===== src/rtl/hazard_pkg.sv =====
// Shared types and constants for the pipeline hazard sequencer.
package hazard_pkg;

    typedef enum logic [1:0] {
        RUN      = 2'd0,
        MEM_WAIT = 2'd1,
        REDIRECT = 2'd2
    } state_e;

    localparam logic [4:0] REG_ZERO = 5'd0;

endpackage


===== src/rtl/hazard_sequencer_load_use_detect.sv =====
// Combinational load-use comparator: flags an ID instruction that reads the
// destination of a load still sitting in ID/EX.
module load_use_detect
    import hazard_pkg::*;
(
    input  logic [4:0] id_rs1_i,
    input  logic [4:0] id_rs2_i,
    input  logic       id_uses_rs1_i,
    input  logic       id_uses_rs2_i,
    input  logic [4:0] id_ex_rd_i,
    input  logic       id_ex_mem_read_i,
    output logic       lu_o
);

    logic rs1_hit;
    logic rs2_hit;

    assign rs1_hit = id_uses_rs1_i && (id_rs1_i == id_ex_rd_i);
    assign rs2_hit = id_uses_rs2_i && (id_rs2_i == id_ex_rd_i);
    assign lu_o    = id_ex_mem_read_i && (id_ex_rd_i != REG_ZERO) && (rs1_hit || rs2_hit);

endmodule


===== src/rtl/hazard_sequencer.sv =====
// Central stall/flush scheduler: memory wait > mispredict > load-use, with a
// pending-redirect latch for mispredicts that resolve during a memory wait.
module hazard_sequencer
    import hazard_pkg::*;
#(
    parameter int XLEN = 32
) (
    input  logic            clk,
    input  logic            rst,
    input  logic [4:0]      id_rs1,
    input  logic [4:0]      id_rs2,
    input  logic            id_uses_rs1,
    input  logic            id_uses_rs2,
    input  logic [4:0]      id_ex_rd,
    input  logic            id_ex_mem_read,
    input  logic            ex_mem_branch_resolved,
    input  logic            ex_mem_branch_taken_actual,
    input  logic            ex_mem_branch_predicted_taken,
    input  logic [XLEN-1:0] ex_mem_branch_target_actual,
    input  logic [XLEN-1:0] ex_mem_pc_plus_4,
    input  logic            mem_busy,
    output logic            stall_pc,
    output logic            stall_if_id,
    output logic            stall_id_ex,
    output logic            stall_ex_mem,
    output logic            if_id_flush,
    output logic            id_ex_flush,
    output logic            pc_redirect,
    output logic [XLEN-1:0] redirect_target,
    output logic [XLEN-1:0] stall_cycles,
    output logic [XLEN-1:0] flush_events
);

    state_e            state_q, state_d;
    logic              pend_valid_q, pend_valid_d;
    logic [XLEN-1:0]   pend_target_q, pend_target_d;
    logic [XLEN-1:0]   stall_cycles_q, flush_events_q;

    logic              lu_raw;
    logic              lu;
    logic              mp;
    logic [XLEN-1:0]   corr_target;

    load_use_detect u_lu (
        .id_rs1_i         (id_rs1),
        .id_rs2_i         (id_rs2),
        .id_uses_rs1_i    (id_uses_rs1),
        .id_uses_rs2_i    (id_uses_rs2),
        .id_ex_rd_i       (id_ex_rd),
        .id_ex_mem_read_i (id_ex_mem_read),
        .lu_o             (lu_raw)
    );

    // The cycle after a redirect, ID holds a squashed instruction, so its hazards are void.
    assign lu          = lu_raw && (state_q != REDIRECT);
    assign mp          = ex_mem_branch_resolved &&
                         (ex_mem_branch_taken_actual != ex_mem_branch_predicted_taken);
    assign corr_target = ex_mem_branch_taken_actual ? ex_mem_branch_target_actual
                                                    : ex_mem_pc_plus_4;

    always_comb begin
        state_d         = state_q;
        pend_valid_d    = pend_valid_q;
        pend_target_d   = pend_target_q;
        stall_pc        = 1'b0;
        stall_if_id     = 1'b0;
        stall_id_ex     = 1'b0;
        stall_ex_mem    = 1'b0;
        if_id_flush     = 1'b0;
        id_ex_flush     = 1'b0;
        pc_redirect     = 1'b0;
        redirect_target = '0;
        if (rst) begin
            state_d = RUN;
        end else if (mem_busy) begin
            stall_pc     = 1'b1;
            stall_if_id  = 1'b1;
            stall_id_ex  = 1'b1;
            stall_ex_mem = 1'b1;
            state_d      = MEM_WAIT;
            if (mp) begin
                pend_valid_d  = 1'b1;
                pend_target_d = corr_target;
            end
        end else if (state_q == MEM_WAIT && pend_valid_q) begin
            // A live mispredict on the wait's last cycle is younger, so it wins.
            pc_redirect     = 1'b1;
            if_id_flush     = 1'b1;
            id_ex_flush     = 1'b1;
            redirect_target = mp ? corr_target : pend_target_q;
            pend_valid_d    = 1'b0;
            state_d         = REDIRECT;
        end else if (mp) begin
            pc_redirect     = 1'b1;
            if_id_flush     = 1'b1;
            id_ex_flush     = 1'b1;
            redirect_target = corr_target;
            state_d         = REDIRECT;
        end else if (lu) begin
            stall_pc    = 1'b1;
            stall_if_id = 1'b1;
            id_ex_flush = 1'b1;
            state_d     = RUN;
        end else begin
            state_d = RUN;
        end
    end

    always_ff @(posedge clk or posedge rst) begin
        if (rst) begin
            state_q        <= RUN;
            pend_valid_q   <= 1'b0;
            pend_target_q  <= '0;
            stall_cycles_q <= '0;
            flush_events_q <= '0;
        end else begin
            state_q        <= state_d;
            pend_valid_q   <= pend_valid_d;
            pend_target_q  <= pend_target_d;
            stall_cycles_q <= stall_cycles_q + {{(XLEN-1){1'b0}}, stall_pc};
            flush_events_q <= flush_events_q + {{(XLEN-1){1'b0}}, pc_redirect};
        end
    end

    assign stall_cycles = stall_cycles_q;
    assign flush_events = flush_events_q;

endmodule


===== config.mk =====
export PLATFORM = sky130hd
export DESIGN_NAME = hazard_sequencer
export DESIGN_NICKNAME = d
export VERILOG_FILES = /design/src/rtl/hazard_pkg.sv /design/src/rtl/hazard_sequencer_load_use_detect.sv /design/src/rtl/hazard_sequencer.sv
export SDC_FILE = /design/constraint.sdc
export NUM_CORES = 1
export LEC_CHECK = 0
export ABC_AREA = 0
export CAP_MARGIN = 25
export CORE_MARGIN = 3
export CORE_UTILIZATION = 33
export DETAILED_ROUTE_END_ITERATION = 6
export GPL_TIMING_DRIVEN = 0
export HOLD_SLACK_MARGIN = 0.15
export SYNTH_ARGS = -nofsm -noshare
export SYNTH_HDL_FRONTEND = slang
export SYNTH_SLANG_ARGS = --single-unit
export TNS_END_PERCENT = 30

===== constraint.sdc =====
create_clock -name clk -period 4.1 [get_ports clk]
set_input_delay 0.82 -clock clk [delete_from_list [all_inputs] [get_ports clk]]
set_output_delay 0.82 -clock clk [all_outputs]
set_load 0.05 [all_outputs]

==> impl_metrics.toml <==
[pwr]
power_per_cell_area_nw_per_um2 = 367
internal_power_w = 0.00191
peakVddDrop_mv = 0.162
leakagePower_nw = 3.29
totalPowerFinal_w = 0.00282
power_switching_share_pct = 32.4
p_seq_share_pct = 43.6
total_switching_power_w = 0.000914
pwr-share-clk_pct = 30.9
combinationalPowerShare_pct = 25.5

[synthesis]
seq_area_frac_synth_pct = 47.9
postSynthCellCount = 496
synth_top_cell_area_share_pct = 47.9
post_synth.cell_area_avg_sq_um = 10.4
mappedNetlistArea_sq_um = 5170
synth.lib_cells_used.distinct = 37
synthesis.nets = 588
synth_seq_cells = 99
post-synth-top-area-cell = "dfrtp_1"
ys_top_cells_by_area = "dfrtp_1 (48%), xnor2_1 (7.1%), mux2_2 (5.4%)"
yosys_warnings = 0

[sta]
final_period_minus_worst_setup_slack_ns = 4.06
timing.slew.headroom_pct = 47.9
tightest_slew_ns = 0.779
timing.hold.ws_ns = 0.477
setup_tns_ns = 0
timing.fmax_mhz = 246
hold_violations_final = 0
grt_setup_unrepaired = "yes"
fin_skew_ns = 0.00755
post-route-period-util_pct = 98.9
finalSetupViolations = 0
report.final.slew_viol_count = 0

[cts]
clock_sink_count = 99
cts-buffers-inserted = 9
clock_tree.root_cell = "clkbuf_16"
post_cts_buffers = 0
clkSlewWorstSetupHoldPaths_ns = 0.07
clock_latency_late_sink_ns = 0.35
cts.hold.buffers_added = 0
cts_buffer_depth = 2
cts-htree-levels = 3
tritoncts = "yes"

[route]
drt_iter0_drc = 211
viasPerCell = 4.94
routed-via-count = 4508
postRouteAntennaNets = 0
detail_route.wirelength_um = 15200
route.detailed.wl_per_inst_um = 16.7
drc = 0
first_pass_iters = 4

[job]
maxCapViolCount = 0

[final_layout]
final.fill_count = 1411
insertedDiodeCount = 0
layout_net_count = 789
layout-area-overhead-vs-synth_pct = 48.7
final_cells = 913
drive_above_1_share_pct = 11.5
finish.utilization_pct = 50.4

[worst_setup_path]
path_class = "in -> out"
max_fo_critical_path = 10
required_ns = 3.28
timing.rr.start = "state_q[1]$_DFF_PP0_"
reg2reg_to = "flush_events[16]$_DFF_PP0_"
start_kind = "input port"
end_kind = "output pin"
worstRegToRegCells = 12
critPathArrivalTime_ns = 3.24
timing.reg2reg.setup_slack_ns = 1.00

[global_routing]
grt_antenna_before_repair = 0
grt_first_pass_wirelength_um = 25000
globalRoute.totalOverflow = 0
first_global_vias = 4615
grt.total_usage_pct = 17.8
maximum_number_of_pins_on_one_net_before_global_route_repair = 54

[die]
die_area_sq_um = 17200
io_pins = 191
start_util_pct = 33.9
rows = 45
design.core.area_sq_um = 15300
die_h_um = 131
die_w_um = 131

[placement]
placed_cells_incl_taps = 897
routabilityCongestion = 0.841
detailed_place_hpwl_um = 11600
portBuffers = 189

[hold_path]
min-delay-start = "flush_events[31]$_DFF_PP0_"
worstHoldPathCells = 1
min_delay_worst_endpoint = "flush_events[31]$_DFF_PP0_"
min_path_type = "reg -> reg"

[status]
run_status = "complete, no violations"
[what timing repair did]
action,in CTS,in global routing
resized for setup,56,9
endpoints found under the hold margin,0,0
endpoints found under the setup margin,42,11
[state kept, by name (all words and copies together), names as in the netlist]
| name | count |
|---|---|
| stall_cycles | 32 |
| flush_events | 32 |
| pend_valid_q | 1 |
| state_q | 2 |
| pend_target_q | 32 |
[metal layers]
metal  part of all wire [%]  vias to the layer above  GRT usage, %
met5                      0                        -             0
met3                    7.4                       27          4.94
met1                     45                     2157          23.9
met2                     45                      169          27.3
li1                       -                     2155             -
met4                    2.7                        0          7.00
[Yosys cell counts]
library cell  instances
xor2_1               29
mux2_1               15
nand3_1              48
o31ai_1               1
and2_0                1
a21oi_1              34
nor4_2                7
nor4_1                5
nand2_1              36
ha_1                  4
o21bai_1              2
nor2b_1               2
nand4_2               2
buf_2                 8
a211oi_1             12
inv_1                 6
or2_1                 1
nor2_1               32
and4_1                5
mux2_2               25
or2_2                 1
o221ai_1              1
inv_2                 1
buf_4                 4
nor3_1                4
mux2i_1              12
xnor2_1              42
dfrtp_1              99
nand2b_1              2
or4_1                 3
and3_1               12
a32oi_1               1
nand4_1              19
nor3_2                1
nand4b_1              2
clkbuf_1             16
and2_1                1
[worst max path at each step]
stage / start / endpoint / cells past startpoint
5_1_grt: ex_mem_branch_predicted_taken / redirect_target[29] / 8
4_1_cts: ex_mem_branch_predicted_taken / id_ex_flush / 7
2_1_floorplan: ex_mem_branch_taken_actual / stall_cycles[18]$_DFF_PP0_ / 12
3_3_place_gp: rst / flush_events[30]$_DFF_PP0_ / 2
3_5_place_dp: ex_mem_branch_predicted_taken / redirect_target[29] / 8
6_report: ex_mem_branch_predicted_taken / redirect_target[28] / 8
[critical path, cell delays in order]
cell and delay (ns):
clkdlybuf4s50_1 0.47, xor2_1 0.35, and2_1 0.21, clkbuf_2 0.23, buf_2 0.28, nor2_1 0.07, a211oi_1 0.22, dlygate4sd1_1 0.59
[layout by cell type, fill, tap and decap left out, types with 5 or more instances in the layout]
cell type / netlist / routed
inv_1: 6 / 5
mux2i_1: 12 / 12
buf_4: 4 / 6
nor4_1: 5 / 5
nand2_1: 36 / 36
nor4_2: 7 / 7
mux2_1: 15 / 15
xnor2_1: 42 / 42
nand4_1: 19 / 19
a211oi_1: 12 / 12
dfrtp_1: 99 / 99
nor2_1: 32 / 32
clkdlybuf4s15_1: 0 / 7
xor2_1: 29 / 29
clkbuf_2: 0 / 5
clkbuf_16: 0 / 9
clkbuf_1: 16 / 11
dlygate4sd2_1: 0 / 17
mux2_2: 25 / 25
buf_2: 8 / 8
and4_1: 5 / 5
a21oi_1: 34 / 34
nand3_1: 48 / 48
and3_1: 12 / 12
clkdlybuf4s50_1: 0 / 154
[logic make-up (layout without fill, tap and decap cells)]
logic type,count (synthesis),after routing,share of synthesized area (%)
adder cells (fa/ha/maj),4,4,0.967
XOR/XNOR,71,71,12.0
buffers and inverters,35,241,3.02
AO/OA/AOI/OAI,51,51,5.80
multiplexers,52,52,11.0
AND/OR/NAND/NOR,184,184,19.3
flip-flops,99,99,47.9
[power by group through the flow]
stage          clock network (W)  registers (W)  logic (W)
2_1_floorplan                  0        0.00139   0.000273
3_3_place_gp                   0        0.00124   0.000715
3_5_place_dp                   0        0.00124   0.000731
4_1_cts                 0.000893        0.00123   0.000729
5_1_grt                 0.000947        0.00125   0.000771
6_report                0.000870        0.00123   0.000720
[metrics by stage]
step	setup slack [ns]	instance area (sq um)
after detailed placement	-0.583	7370
after CTS	0.0149	7670
final	0.0431	7690
after global placement	-0.934	7340
after global routing	-0.0213	7690
after floorplan	0.0970	5180
[final cells by class]
class	count	area (sq um)	share of cell area, %
timing repair buffer	190	1900	24.8
buffer	28	136	1.77
tap	211	264	3.43
clock buffer	10	239	3.11
multi-input combinational	362	2570	33.4
clock inverter	6	70.1	0.911
sequential	99	2480	32.2
inverter	7	28.8	0.374
(Power assumes the default switching activity.)
